<file path="src/rtl/fetch_pkg.sv">
// Shared widths and state encoding for the instruction fetch sequencer.
package fetch_pkg;

    localparam int DEF_ADDR_W      = 18;
    localparam int DEF_INSTR_W     = 18;
    localparam int DEF_MEM_TIMEOUT = 255;

    typedef enum logic [2:0] {
        IDLE     = 3'd0,
        PC_RD    = 3'd1,
        PC_CAP   = 3'd2,
        MEM_WAIT = 3'd3,
        HOLD     = 3'd4,
        REDIR    = 3'd5,
        FAULT    = 3'd6
    } fetch_state_e;

endpackage

</file>
<file path="src/rtl/fetch_wdog.sv">
// Memory-wait watchdog: counts enabled cycles and flags the last one before timeout.
module fetch_wdog #(
    parameter int MEM_TIMEOUT = 255
) (
    input  logic clk,
    input  logic rst,
    input  logic enable,
    input  logic clear,
    output logic expired
);

    generate
        if (MEM_TIMEOUT == 0) begin : g_off
            logic unused_s;
            assign unused_s = ^{clk, rst, enable, clear};
            assign expired  = 1'b0;
        end else begin : g_on
            localparam int CW = (MEM_TIMEOUT > 1) ? $clog2(MEM_TIMEOUT + 1) : 1;
            localparam logic [CW-1:0] LAST = CW'(MEM_TIMEOUT - 1);
            logic [CW-1:0] cnt_q;

            // Count cycles spent waiting; restart on every ack or exit.
            always_ff @(posedge clk) begin
                if (rst || clear) begin
                    cnt_q <= '0;
                end else if (enable) begin
                    cnt_q <= cnt_q + CW'(1);
                end else begin
                    cnt_q <= cnt_q;
                end
            end

            assign expired = enable && (cnt_q == LAST);
        end
    endgenerate

endmodule

</file>
<file path="src/rtl/fetch_ctrl.sv">
// Instruction fetch sequencer: strobes the PC, reads instruction memory and
// hands each word to the decoder, with branch redirects and a timeout fault.
module fetch_ctrl
    import fetch_pkg::*;
#(
    parameter int ADDR_W      = DEF_ADDR_W,
    parameter int INSTR_W     = DEF_INSTR_W,
    parameter int MEM_TIMEOUT = DEF_MEM_TIMEOUT
) (
    input  logic               clk,
    input  logic               rst,
    input  logic               run,
    output logic               pc_re,
    output logic               pc_wr,
    output logic               pc_inc,
    output logic [ADDR_W-1:0]  pc_target,
    input  logic [ADDR_W-1:0]  pc_value,
    output logic               mem_rd,
    output logic [ADDR_W-1:0]  mem_addr,
    input  logic               mem_ack,
    input  logic [INSTR_W-1:0] mem_data,
    output logic [INSTR_W-1:0] instr,
    output logic               instr_valid,
    input  logic               instr_ready,
    input  logic               redirect,
    input  logic [ADDR_W-1:0]  redirect_addr,
    output logic               fetch_fault
);

    fetch_state_e       state_q, state_d;
    logic               pc_re_q, pc_wr_q, pc_inc_q, mem_rd_q, hold_q, fault_q, pend_q;
    logic [ADDR_W-1:0]  mem_addr_q, pc_target_q;
    logic [INSTR_W-1:0] instr_q;
    logic               redir_hit_s, wd_en_s, wd_clear_s, wd_expired_s;

    // A redirect seen at any point of the memory wait spoils the returning word.
    assign redir_hit_s = redirect || pend_q;
    assign wd_en_s     = (state_q == MEM_WAIT);
    assign wd_clear_s  = wd_en_s && (state_d != MEM_WAIT);

    fetch_wdog #(
        .MEM_TIMEOUT(MEM_TIMEOUT)
    ) u_wdog (
        .clk    (clk),
        .rst    (rst),
        .enable (wd_en_s),
        .clear  (wd_clear_s),
        .expired(wd_expired_s)
    );

    // Next-state selection.
    always_comb begin
        state_d = state_q;
        case (state_q)
            IDLE: begin
                if (redirect)  state_d = REDIR;
                else if (run)  state_d = PC_RD;
                else           state_d = IDLE;
            end
            PC_RD: begin
                if (redirect) state_d = REDIR;
                else          state_d = PC_CAP;
            end
            PC_CAP: begin
                if (redirect) state_d = REDIR;
                else          state_d = MEM_WAIT;
            end
            MEM_WAIT: begin
                if (mem_ack)           state_d = redir_hit_s ? REDIR : HOLD;
                else if (wd_expired_s) state_d = FAULT;
                else                   state_d = MEM_WAIT;
            end
            HOLD: begin
                if (redirect)         state_d = REDIR;
                else if (instr_ready) state_d = run ? PC_RD : IDLE;
                else                  state_d = HOLD;
            end
            REDIR: begin
                if (redirect) state_d = REDIR;
                else          state_d = PC_RD;
            end
            FAULT:   state_d = FAULT;
            default: state_d = IDLE;
        endcase
    end

    // State register with outputs registered from the next state.
    always_ff @(posedge clk) begin
        if (rst) begin
            state_q     <= IDLE;
            pc_re_q     <= 1'b0;
            pc_wr_q     <= 1'b0;
            pc_inc_q    <= 1'b0;
            mem_rd_q    <= 1'b0;
            hold_q      <= 1'b0;
            fault_q     <= 1'b0;
            pend_q      <= 1'b0;
            mem_addr_q  <= '0;
            pc_target_q <= '0;
            instr_q     <= '0;
        end else begin
            state_q  <= state_d;
            pc_re_q  <= (state_d == PC_RD);
            pc_wr_q  <= (state_d == REDIR);
            pc_inc_q <= (state_d == HOLD) && (state_q != HOLD);
            mem_rd_q <= (state_d == MEM_WAIT);
            hold_q   <= (state_d == HOLD);
            fault_q  <= (state_d == FAULT);
            pend_q   <= (state_d == MEM_WAIT) && redir_hit_s;
            if (redirect && (state_q != FAULT)) pc_target_q <= redirect_addr;
            if (state_q == PC_CAP) mem_addr_q <= pc_value;
            if ((state_q == MEM_WAIT) && mem_ack && !redir_hit_s) instr_q <= mem_data;
        end
    end

    assign pc_re       = pc_re_q;
    assign pc_wr       = pc_wr_q;
    assign pc_inc      = pc_inc_q;
    assign pc_target   = pc_target_q;
    assign mem_rd      = mem_rd_q;
    assign mem_addr    = mem_addr_q;
    assign instr       = instr_q;
    assign instr_valid = hold_q && !redirect;
    assign fetch_fault = fault_q;

endmodule

</file>
<file path="config.mk">
export PLATFORM = sky130hd
export DESIGN_NAME = fetch_ctrl
export DESIGN_NICKNAME = d
export VERILOG_FILES = /design/src/rtl/fetch_pkg.sv /design/src/rtl/fetch_wdog.sv /design/src/rtl/fetch_ctrl.sv
export SDC_FILE = /design/constraint.sdc
export NUM_CORES = 1
export LEC_CHECK = 0
export ABC_CLOCK_PERIOD_IN_PS = 2190
export BUFFER_PORTS_ARGS = -buffer_cell sky130_fd_sc_hd__buf_4
export CAP_MARGIN = 5
export CORE_UTILIZATION = 47
export DETAILED_ROUTE_END_ITERATION = 16
export HOLD_SLACK_MARGIN = 0.06
export PLACE_DENSITY = 0.89
export SYNTH_ARGS = -nofsm -noshare
export SYNTH_HDL_FRONTEND = slang
export SYNTH_SLANG_ARGS = --single-unit
</file>
<file path="constraint.sdc">
create_clock -name clk -period 2.19 [get_ports clk]
set_input_delay 0.219 -clock clk [delete_from_list [all_inputs] [get_ports clk]]
set_output_delay 0.219 -clock clk [all_outputs]
set_load 0.1 [all_outputs]
</file>
# [Word level (Yosys, flattened, before mapping)]
# Cells that the tools add are included.
[word_totals] output_inout_bits=60 reg_bits=72
[op_classes] n_reduce_logical=13 n_addsub=1 eq_ne=15 muxes=11
[op_table] op="$mux 3" n=8
[op_table] op="$pmux 3 s7" n=1
[op_table] op="$eq 3x3->1 const B" n=6
[op_table] op="$eq 3x2->1 const B" n=3
[op_table] op="$add 8x1->8 const B" n=1
[op_table] op="$eq 8x8->1 const B" n=1
[op_table] op="$logic_and 1x1->1" n=8
[op_table] op="$eq 3x1->1 const B" n=2
[op_table] op="$ne 3x3->1 const B" n=2
[op_table] op="$logic_not 3->1" n=1
[op_table] op="$ne 3x2->1 const B" n=1
[op_table] op="$logic_not 1->1" n=2
[op_table] op="$logic_or 1x1->1" n=2
[op_table] op="$mux 1" n=2

# [Logic depth before layout (Yosys ltp)]
[logic_depth] ltp_word=8 depth_mapped=7 ltp_nobuf=6

# [By module]
# From an unflattened synthesis, not the netlist that was laid out.
[hier_totals] cells_unflattened=328 hier_area_um2=2751.4
[by_module_without_submodules] mod="fetch_ctrl" area_per_inst_um2=2382.3 n_inst=1 cells_each=286
[by_module_without_submodules] mod="fetch_wdog" area_per_inst_um2=369.1 n_inst=1 cells_each=42

# [Least setup slack after synthesis]
# No wires, ideal clock.
[synth_timing] path_type="reg-to-reg" start="register u_wdog.g_on.cnt_q[0]" end="register pc_re_q (netlist: pc_re)" setup_ps=87 slack_ps=612 t_arrival_ps=1491 required_ps=2103 path_buffers=0 stages_incl_launch_ff=7 cell_sequence="dfxtp_1 -> inv_1 -> ha_1 -> and4b_1 -> a211o_1 -> and3_4 -> nor4b_4"
[synth_via] elab_chain_cells=6
[synth_rtl] element="start: declaration" line="fetch_wdog.sv:20" source="logic [CW-1:0] cnt_q;"
[synth_rtl] element="start signal: assignment" line="fetch_wdog.sv:27" source="cnt_q <= cnt_q + CW'(1);"
[synth_rtl] element="start signal: assignment" line="fetch_wdog.sv:29" source="cnt_q <= cnt_q;"
[synth_rtl] element="$eq 8x8->1" line="fetch_wdog.sv:33" source="assign expired = enable && (cnt_q == LAST);"
[synth_rtl] element="$logic_and 1x1->1" line="fetch_wdog.sv:33"
[synth_rtl] element="$mux 3" line="fetch_ctrl.sv:70" source="else if (wd_expired_s) state_d = FAULT;"
[synth_rtl] element="$mux 3" line="fetch_ctrl.sv:69" source="if (mem_ack) state_d = redir_hit_s ? REDIR : HOLD;"
[synth_rtl] element="$pmux 3 s7" line="fetch_ctrl.sv:54" source="case (state_q)"
[synth_rtl] element="$eq 3x1->1" line="fetch_ctrl.sv:103" source="pc_re_q <= (state_d == PC_RD);"
[synth_rtl] element="end signal: assignment" line="fetch_ctrl.sv:103"
[synth_rtl] element="end: declaration" line="fetch_ctrl.sv:31" source="logic pc_re_q, pc_wr_q, pc_inc_q, mem_rd_q, hold_q, fault_q, pend_q;"
# Every way passes these cells.
# A chain may end at the register's enable or synchronous reset.

# [Worst setup path after layout]
[layout_timing] start="register state_q[0]" end="register u_wdog.g_on.cnt_q[7]"
[layout_via] elab_chain_cells=8
[layout_rtl] element="start: declaration" line="fetch_ctrl.sv:30" source="fetch_state_e state_q, state_d;"
[layout_rtl] element="start signal: assignment" line="fetch_ctrl.sv:102" source="state_q <= state_d;"
[layout_rtl] element="$eq 3x2->1" line="fetch_ctrl.sv:38, fetch_ctrl.sv:54"
[layout_rtl] element="$logic_and 1x1->1" line="fetch_wdog.sv:33"
[layout_rtl] element="$mux 3" line="fetch_ctrl.sv:70"
[layout_rtl] element="$mux 3" line="fetch_ctrl.sv:69"
[layout_rtl] element="$pmux 3 s7" line="fetch_ctrl.sv:54"
[layout_rtl] element="$ne 3x2->1" line="fetch_ctrl.sv:39" source="assign wd_clear_s = wd_en_s && (state_d != MEM_WAIT);"
[layout_rtl] element="$logic_and 1x1->1" line="fetch_ctrl.sv:39"
[layout_rtl] element="$logic_or 1x1->1" line="fetch_wdog.sv:24" source="if (rst || clear) begin"
# Parallel ways exist; a longest one is shown, timed or not.

==> results.toml <==
[timing]
fin_crit_sh = 0.791
hold_viol = 0
tightest_slew_ps = 640
fmax_mhz = 577
fin_worst_skew_ps = 7.03
relSlewSlack = 0.573
setup_ws_ps = 457
rsz0062_at_grt = "false"
setup_viol = 0
slew_violations = 0
finalSetupTns_ps = 0
fin_crit_ps = 1730

[flow_run]
max_cap_violations = 0

[clock_network]
clk_latency_ps = 330
clock-sinks = 72
tritoncts = "built"
cts_made_buffers = 9
hold_buffers = 0
cts_resized = 0
postCtsSetupBuffers = 0
cts.clk_slew.worst_paths_ps = 80
cts_root_buf = "clkbuf_8"
htreeDepth = 3
clockBufferDepth = 2

[setup_path]
cp_data_required_time_ps = 2380
reg2reg_depth = 4
cp_num_cells = 4
worst_setup_path_start_kind = "flip-flop"
slowest_stage = "dfxtp_1"
crit_family = "compound AO/OA/AOI/OAI gates"
max_stage_delay_ps = 520
critPathKind = "flip-flop to flip-flop"
crit_arrival_ps = 1930
end_kind = "flip-flop"
regToRegStartpoint = "state_q[0]"
cp_cell_sequence = "and2b_2, a32oi_2, o21a_1, nor3_1"
worst-path-buf-inv = 0
critPathLaunch = "state_q[0]"
crit_path_max_fanout = 10

[synth]
ys_seq_area_frac = 0.507
syn-cell-area_um2 = 2850
synth-main-ff-cell = "dfxtp_1"
synthArstFlopShare = 0
synth_edf_count = 0
ys_types = 45
yosys_warnings = 0
synth_fp_nets = 400
avgSynthCellArea_um2 = 8.42
syn_inst = 338
synth-seq-cells = 72

[pwr]
leakage_nw = 1.70
ir_worst_vdd_v = 0.000691
powerDensity_nw_per_um2 = 783

[floorplan]
start_util = 0.501
die_w_um = 79.8
core_um2 = 5680
dieArea_um2 = 6370
num_rows = 27
pin_count = 120
die_y_um = 79.8

[placement]
globalplace.congestion = 0.820
port_buffers = 119
dp_hpwl_um = 5140
dp_slack_ps = 468

[global_routing]
grt_usage = 0.229
gr-total-overflow = 0
grt_first_pass_wirelength_um = 11100
grt_pass1_vias = 2497
grt_max_degree = 44
antenna_found_initial = 0

[final_layout]
mostFrequentLayoutCells = "buf_4, nand2_1, dfxtp_1"
drive_above_1_share = 0.339
nets = 511
n_antenna_cell = 0
fill_cells = 439
areaGrowthSynthToFinish_pct = 38.5
final_common_cell = "buf_4"

[route]
via_count = 2697
wl_per_cell_um = 13.5
drtPass1Iterations = 4
wirelength_um = 7120
first_iter_violations = 79
post-route-drc-count = 0
ant_nets = 0
via_per_inst = 5.13

[hold_path]
min_from = "pc_value[9]"
hold_class = "input pin to flip-flop"
holdPathStages = 3

[run_status]
outcome = "complete, no violations"
worst paths after layout:
| kind | end | slack (ps) |
|---|---|---|
| worst max register to register | u_wdog.g_on.cnt_q[7] | 460 |
| worst min register to register | pc_target[1] | 460 |
| worst min-delay path | mem_addr[9] | 130 |
| worst max-delay path | u_wdog.g_on.cnt_q[7] | 460 |
flip-flops by register name, indices dropped and copies added (netlist names):
signal and cells:
fetch_fault 1, hold_q 1, instr 18, mem_addr 18, mem_rd 1, pc_inc 1
pc_re 1, pc_target 18, pc_wr 1, pend_q 1, state_q 3, u_wdog.g_on.cnt_q 8
routing by layer:
| layer | wire (µm) | track usage |
|---|---|---|
| met4 | 145 | 0.121 |
| met1 | 2960 | 0.254 |
| met5 | 0 | 0 |
| met2 | 3520 | 0.401 |
| met3 | 491 | 0.0560 |
power breakdown:
| group | leakage [nW] | total [mW] | internal (mW) | switching [mW] |
|---|---|---|---|---|
| combinational | 1.01 | 0.556 | 0.164 | 0.392 |
| sequential | 0.585 | 1.38 | 1.35 | 0.0298 |
| clock | 0.106 | 1.15 | 0.671 | 0.477 |
cells in the mapped netlist (3+ instances only):
cell type,number,area share
xor2_1,5,0.015
buf_6,3,0.012
dfxtp_1,72,0.51
nand2b_1,4,0.0088
nor3_1,10,0.018
nand3_1,4,0.0070
and2_1,4,0.0088
buf_4,4,0.011
buf_2,7,0.012
nand2_2,3,0.0066
nor2_1,4,0.0053
nand2_1,112,0.15
o311ai_0,3,0.0092
clkbuf_1,7,0.0092
inv_1,3,0.0040
a21oi_1,58,0.10
logic make-up (layout without fill, tap and decap cells):
| family | count (synthesis) | after routing | share of synthesized area |
|---|---|---|---|
| adders and majority gates | 2 | 2 | 0.00879 |
| DFF | 72 | 72 | 0.507 |
| buffers and inverters | 25 | 141 | 0.0493 |
| AOI/OAI and AO/OA | 72 | 72 | 0.149 |
| and+or+nand+nor | 162 | 162 | 0.271 |
| xor gates and xnor gates | 5 | 5 | 0.0154 |
area by class of cell:
type / count / area [µm²] / share of cell area
Timing Repair Buffer: 121 / 908 / 0.231
Inverter: 4 / 15.0 / 0.00381
Clock inverter: 5 / 80.1 / 0.0203
Clock buffer: 11 / 141 / 0.0359
Tap cell: 72 / 90.1 / 0.0229
Multi-Input combinational cell: 241 / 1260 / 0.321
Sequential cell: 72 / 1440 / 0.366
per-stage QoR:
step	power (mW)	cell area [µm²]	util	hold WS, ps	cells
final	3.08	3940	0.694	127	526
after global routing	3.20	3940	0.694	119	526
after CTS	3.11	3940	0.694	114	526
after detailed placement	1.97	3720	0.655	447	510
after global placement	1.96	3720	0.655	442	510
after floorplan	1.80	2850	-	355	338
worst reg2reg max path: stages (launching register included):
cell and delay [ps]:
dfxtp_1 520, and2b_2 290, a32oi_2 230, o21a_1 440
nor3_1 110
Note: power is estimated with default switching activity, not from simulation.
